--- config.mk ---
export PLATFORM = sky130hd
export DESIGN_NAME = ioports_responder_flat
export DESIGN_NICKNAME = d
export VERILOG_FILES = /design/src/rtl/ioports_responder_if.sv /design/src/rtl/ioports_responder.sv /design/src/flat_wrapper.sv
export SDC_FILE = /design/constraint.sdc
export NUM_CORES = 1
export LEC_CHECK = 0
export CORE_AREA = 2 2 416 418
export CTS_CLUSTER_DIAMETER = 60
export DETAILED_ROUTE_END_ITERATION = 10
export DIE_AREA = 0 0 418 420
export PLACE_DENSITY = 0.37
export SLEW_MARGIN = 20
export SYNTH_ARGS = -nofsm -noshare
export SYNTH_HDL_FRONTEND = slang
export SYNTH_SLANG_ARGS = --single-unit
--- constraint.sdc ---
create_clock -name clock -period 3.6 [get_ports clock]
set_input_delay 0.72 -clock clock [delete_from_list [all_inputs] [get_ports clock]]
set_output_delay 0.72 -clock clock [all_outputs]
set_load 0.02 [all_outputs]
--- src/rtl/ioports_responder_if.sv ---
// ----------------------------------------------------------------------------
// ioports_responder_if
// Byte-level link between the board UART and the I/O port responder.
//   rxready : one-cycle pulse, rxdata holds a freshly received byte
//   rxdata  : received byte
//   txready : high while the UART transmitter is idle
//   txen    : one-cycle pulse, load txdata and start a transmission
//   txdata  : byte to transmit
// The responder uses the slave modport; the UART side uses the master modport.
// ----------------------------------------------------------------------------
interface ioports_responder_if;
    logic       rxready;
    logic [7:0] rxdata;
    logic       txready;
    logic       txen;
    logic [7:0] txdata;

    modport slave (
        input  rxready,
        input  rxdata,
        input  txready,
        output txen,
        output txdata
    );

    modport master (
        output rxready,
        output rxdata,
        output txready,
        input  txen,
        input  txdata
    );
endinterface

--- src/rtl/ioports_responder.sv ---
// ----------------------------------------------------------------------------
// ioports_responder
// Device-side end of the byte-serial I/O port protocol. Command bytes are
// {op[3:0], port[3:0]}: op 0x2 writes a 32-bit value (4 bytes, MSB first)
// into one of 16 output registers, op 0x3 returns a 32-bit snapshot of one of
// 16 input ports through the UART transmitter, MSB first. Other ops are
// ignored.
// Ports:
//   clock, reset_n : master clock, asynchronous active-low reset
//   uart           : UART byte link (rx pulse/data, tx ready/enable/data)
//   out_ports      : 16 x 32-bit write registers, port p at [32p+31:32p]
//   wr_strobe      : one-cycle pulse on bit p when port p is updated
//   in_ports       : 16 x 32-bit read sources, same packing as out_ports
//   busy           : high whenever the FSM is not idle
// ----------------------------------------------------------------------------
module ioports_responder #(
    parameter int unsigned TIMEOUT_CYCLES = 1000000,
    parameter int unsigned AUTOCLEAR_PORT = 15
) (
    input  logic                clock,
    input  logic                reset_n,
    ioports_responder_if.slave  uart,
    output logic [511:0]        out_ports,
    output logic [15:0]         wr_strobe,
    input  logic [511:0]        in_ports,
    output logic                busy
);
    localparam int          TMO_W    = $clog2(TIMEOUT_CYCLES + 1);
    localparam logic [3:0]  OP_WRITE = 4'b0010;
    localparam logic [3:0]  OP_READ  = 4'b0011;
    localparam logic [3:0]  AC_IDX   = 4'(AUTOCLEAR_PORT);
    localparam logic [TMO_W-1:0] TMO_LAST = TMO_W'(TIMEOUT_CYCLES - 1);

    typedef enum logic [2:0] {
        IDLE,
        WR_DATA,
        RD_SEND,
        RD_WAITLO,
        RD_WAITHI
    } state_t;

    state_t            state_q, state_d;
    logic [3:0]        port_q, port_d;
    logic [1:0]        cnt_q, cnt_d;
    logic [31:0]       acc_q, acc_d;
    logic [31:0]       shift_q, shift_d;
    logic [TMO_W-1:0]  tmo_q, tmo_d;
    logic [31:0]       out_q [16];
    logic [31:0]       out_d [16];
    logic [15:0]       strobe_q, strobe_d;
    logic              txen_q, txen_d;
    logic [7:0]        txdata_q, txdata_d;

    logic [3:0]        rx_op;
    logic [3:0]        rx_port;

    assign rx_op   = uart.rxdata[7:4];
    assign rx_port = uart.rxdata[3:0];

    always_comb begin
        state_d  = state_q;
        port_d   = port_q;
        cnt_d    = cnt_q;
        acc_d    = acc_q;
        shift_d  = shift_q;
        tmo_d    = tmo_q;
        out_d    = out_q;
        strobe_d = '0;
        txen_d   = 1'b0;
        txdata_d = txdata_q;

        // The auto-clear port keeps a written value only while its strobe is high.
        if (strobe_q[AC_IDX]) begin
            out_d[AC_IDX] = '0;
        end

        case (state_q)
            IDLE: begin
                if (uart.rxready) begin
                    if (rx_op == OP_WRITE) begin
                        port_d  = rx_port;
                        cnt_d   = '0;
                        tmo_d   = '0;
                        state_d = WR_DATA;
                    end else if (rx_op == OP_READ) begin
                        // Snapshot now so later in_ports changes cannot leak into the reply.
                        shift_d = in_ports[{rx_port, 5'b0} +: 32];
                        cnt_d   = '0;
                        state_d = RD_SEND;
                    end
                end
            end
            WR_DATA: begin
                if (uart.rxready) begin
                    acc_d = {acc_q[23:0], uart.rxdata};
                    tmo_d = '0;
                    cnt_d = cnt_q + 2'd1;
                    if (cnt_q == 2'd3) begin
                        out_d[port_q] = acc_d;
                        strobe_d      = 16'd1 << port_q;
                        state_d       = IDLE;
                    end
                end else if (tmo_q == TMO_LAST) begin
                    // Stalled frame: drop it without touching out_ports.
                    state_d = IDLE;
                end else begin
                    tmo_d = tmo_q + 1'b1;
                end
            end
            RD_SEND: begin
                if (uart.txready) begin
                    txdata_d = shift_q[31:24];
                    txen_d   = 1'b1;
                    state_d  = RD_WAITLO;
                end
            end
            RD_WAITLO: begin
                // Wait for the transmitter to acknowledge by going busy.
                if (!uart.txready) begin
                    state_d = RD_WAITHI;
                end
            end
            RD_WAITHI: begin
                if (uart.txready) begin
                    shift_d = {shift_q[23:0], 8'h00};
                    cnt_d   = cnt_q + 2'd1;
                    state_d = (cnt_q == 2'd3) ? IDLE : RD_SEND;
                end
            end
            default: begin
                state_d = IDLE;
            end
        endcase
    end

    always_ff @(posedge clock or negedge reset_n) begin
        if (!reset_n) begin
            state_q  <= IDLE;
            port_q   <= '0;
            cnt_q    <= '0;
            tmo_q    <= '0;
            strobe_q <= '0;
            txen_q   <= 1'b0;
            txdata_q <= '0;
            for (int p = 0; p < 16; p++) begin
                out_q[p] <= '0;
            end
        end else begin
            state_q  <= state_d;
            port_q   <= port_d;
            cnt_q    <= cnt_d;
            tmo_q    <= tmo_d;
            strobe_q <= strobe_d;
            txen_q   <= txen_d;
            txdata_q <= txdata_d;
            for (int p = 0; p < 16; p++) begin
                out_q[p] <= out_d[p];
            end
        end
    end

    // Pure datapath shift registers; always reloaded before use.
    always_ff @(posedge clock) begin
        acc_q   <= acc_d;
        shift_q <= shift_d;
    end

    for (genvar p = 0; p < 16; p++) begin : g_pack
        assign out_ports[32*p +: 32] = out_q[p];
    end

    assign wr_strobe   = strobe_q;
    assign uart.txen   = txen_q;
    assign uart.txdata = txdata_q;
    assign busy        = (state_q != IDLE);

endmodule
--- src/flat_wrapper.sv ---
// flat-port wrapper written by rule: the top's interface ports become plain ports
module ioports_responder_flat 
#(
    parameter int unsigned TIMEOUT_CYCLES = 1000000,
    parameter int unsigned AUTOCLEAR_PORT = 15
)
  (clock, reset_n, out_ports, wr_strobe, in_ports, busy, uart_rxready, uart_rxdata, uart_txready, uart_txen, uart_txdata);
  ioports_responder_if uart_i ();
  input  logic clock;
  input  logic reset_n;
  output logic [511:0] out_ports;
  output logic [15:0] wr_strobe;
  input  logic [511:0] in_ports;
  output logic busy;
  input wire logic [$bits(uart_i.rxready)-1:0] uart_rxready;
  input wire logic [$bits(uart_i.rxdata)-1:0] uart_rxdata;
  input wire logic [$bits(uart_i.txready)-1:0] uart_txready;
  output wire logic [$bits(uart_i.txen)-1:0] uart_txen;
  output wire logic [$bits(uart_i.txdata)-1:0] uart_txdata;
  assign uart_i.rxready = uart_rxready;
  assign uart_i.rxdata = uart_rxdata;
  assign uart_i.txready = uart_txready;
  assign uart_txen = uart_i.txen;
  assign uart_txdata = uart_i.txdata;
  ioports_responder #(.TIMEOUT_CYCLES(TIMEOUT_CYCLES), .AUTOCLEAR_PORT(AUTOCLEAR_PORT)) u_core (.clock(clock), .reset_n(reset_n), .uart(uart_i), .out_ports(out_ports), .wr_strobe(wr_strobe), .in_ports(in_ports), .busy(busy));
endmodule
==> flow_metrics.tcl <==
set metrics [dict create \
    status "finished clean" \
    cts_resized 0 \
    ys_seq_elements 622 \
    crit_type "reg -> out" \
    grtUsageTotal_pct 16.4 \
    critPathCaptureType "output port" \
    cts-root-buf "clkbuf_16" \
    finClkSkew_ns 0.0359 \
    cts_buffers 92 \
    p_sw_share_pct 27.6 \
    wl_met3_mm 7.30 \
    leakage_nw 19.1 \
    htreeDepth 3 \
    worst_slew_pin_slew_ns 1.09 \
    dieWidth_microns 418 \
    finalMaxSlewViolations 0 \
    synth_top_cell_by_area "dfrtp_1" \
    wl_met1_mm 50.3 \
    worstPathArrival_ns 2.41 \
    multiInputGateArea_sq_um 11400 \
    antenna_found_initial 36 \
    max_freq_ghz 0.320 \
    final_hold_viol_count 0 \
    clk_latency_ns 0.70 \
    post-cts-setup-buffers 0 \
    cts_sinks 622 \
    grt_pass1_vias 22200 \
    worst_slack_ns 0.471 \
    wl_per_cell_microns 28.3 \
    firstDrtPassIters 4 \
    wl_met2_mm 84.8 \
    viasPerCell 3.94 \
    cp.required_ns 2.88 \
    relSlewSlack_pct 27.4 \
    syn2layout_area_growth_pct 60.4 \
    gp_congestion 0.800 \
    power_frac_seq_pct 38.8 \
    seq_area_frac_synth_pct 56.6 \
    grt_max_degree 82 \
    tritoncts "yes" \
    synthFlopType "dfrtp_1" \
    gr-total-overflow 0 \
    grt_pass1_wl_mm 197 \
    synthTopCellsByArea "dfrtp_1, mux2_2, mux4_2" \
    combPwrFrac_pct 14.6 \
    syn_area_sq_um 28000 \
    route.vias.total 20600 \
    p_switching_mw 5.49 \
    yosysUniqueCellTypes 58 \
    power_density_nw_per_um2 443 \
    synthArstFlopShare_pct 91.0 \
    drc 0 \
    final_nets 3428 \
    drtAntennaViolNets 0 \
    layout_commonest_cell "clkdlybuf4s50_1" \
    dp_slack_ns 0.305 \
    io_pins 1062 \
    drive_gt1_share_pct 30.6 \
    netlist.area_leader.share_pct 50.6 \
    fin_crit_ns 3.13 \
    ir_worst_vdd_v 0.000338 \
    crit_fanout 13 \
    syn_nets 2323 \
    nFillCells 17700 \
    layout_common_cells "clkdlybuf4s50_1, dfrtp_1, mux2_2" \
    io_buffer_count 1061 \
    regArea_sq_um 15800 \
    synthCells 1797 \
    p_int_mw 14.4 \
    fp.dieH_microns 420 \
    rows 152 \
    hold_path_class "in -> async" \
    cts.clk_slew.worst_paths_ns 0.05 \
    dieArea_sq_um 176000 \
    synth-edff-count 56 \
    clock_power_share_pct 46.6 \
    initialDrtViolationCount 997 \
    ctsHoldBuffers 0 \
    grt_setup_unrepaired "no" \
    post-route-period-util_pct 86.9 \
    top_layer "met5" \
    dp_hpwl_mm 114 \
    clockBufferDepth 3 \
    initial_core_util_pct 16.4 \
    maxCapViolations 0 \
    synth_area_per_cell_sq_um 15.6 \
    core-area_sq_um 171000 \
    setup_viol 0 \
    critPathLaunchType "register" \
    totalWireLength_mm 147 \
    ys_warn_count 0 \
    tns_ns 0 \
]
## cell type report
| class | count | share of cell area, % |
|---|---|---|
| Multi-Input combinational cell | 1015 | 25.4 |
| Antenna cell | 7 | 0.0390 |
| Timing Repair Buffer | 1159 | 25.9 |
| Clock buffer | 127 | 5.83 |
| Sequential cell | 622 | 35.3 |
| Clock inverter | 40 | 1.17 |
| Tap cell | 2233 | 6.23 |
| Inverter | 12 | 0.100 |
## final timing paths
kind	slack, ns	end	depth (start not counted)	start
worst max-delay path	0.47	busy	2	u_core.state_q[1]
worst min-delay path	0.04	u_core.out_ports[248]	1	reset_n
worst max register to register	1.11	u_core.out_ports[287]	5	u_core.state_q[1]
worst min register to register	0.48	u_core.uart.txdata[5]	1	u_core.shift_q[29]
max in group asynchronous	2.52	u_core.out_ports[139]	2	reset_n
min in group clock	0.48	u_core.uart.txdata[5]	1	u_core.shift_q[29]
## synthesized netlist by cell type (19+ instances only)
cell type	number
mux2i_1	25
mux4_2	137
edfxtp_1	56
mux2_4	58
nor2_1	33
o21ai_0	58
nand2_1	50
buf_2	45
dfrtp_1	566
buf_4	31
nand2b_1	38
mux2_2	437
a21oi_1	19
a211oi_1	33
clkbuf_1	63
## registers in the layout, summed over array words and instances, names as in the netlist
name                cells
u_core.uart.txen        1
u_core.port_q           4
u_core.state_q          3
u_core.uart.txdata      8
u_core.out_ports      512
u_core.wr_strobe       16
u_core.acc_q           24
u_core.shift_q         32
u_core.cnt_q            2
u_core.tmo_q           20
## power groups by stage
stage                     Sequential (mW)  Clock (mW)  Combinational (mW)
after floorplan                      7.82           0                1.11
after global placement               7.87           0                2.97
after detailed placement             7.87           0                2.98
after CTS                            7.75        9.64                2.98
after global routing                 7.77        9.93                3.09
final                                7.72        9.27                2.89
## critical path, stage by stage (launching register included)
cell	delay, ns
dfrtp_1	0.56
or3_1	0.51
clkdlybuf4s50_1	0.64
## per-stage QoR
stage	hold WS [ns]	cells	total power, mW	utilization [%]	instance area, sq um
2_1_floorplan	0.424	1797	8.92	-	28000
3_3_place_gp	0.462	5040	10.8	24.4	41700
3_5_place_dp	0.469	5040	10.8	24.4	41700
4_1_cts	0.0453	5207	20.4	26.2	44800
5_1_grt	0.0589	5212	20.8	26.2	44900
6_report	0.0355	5215	19.9	26.2	44900
## metal layers
layer | track usage (%) | vias up
li1 | - | 8925
met4 | 5.52 | 2
met5 | 0 | -
met1 | 16.3 | 10700
met3 | 3.49 | 203
met2 | 32.9 | 747
## kinds of logic after synthesis
family	count (synthesis)	share of synthesized area, %
compound gates	141	3.11
fa+ha+maj	2	0.0894
buf+inv	160	2.93
xor+xnor	1	0.0313
mux	663	32.9
simple gates	208	4.33
flops	622	56.6
Note: power is estimated with default switching activity, not from simulation.
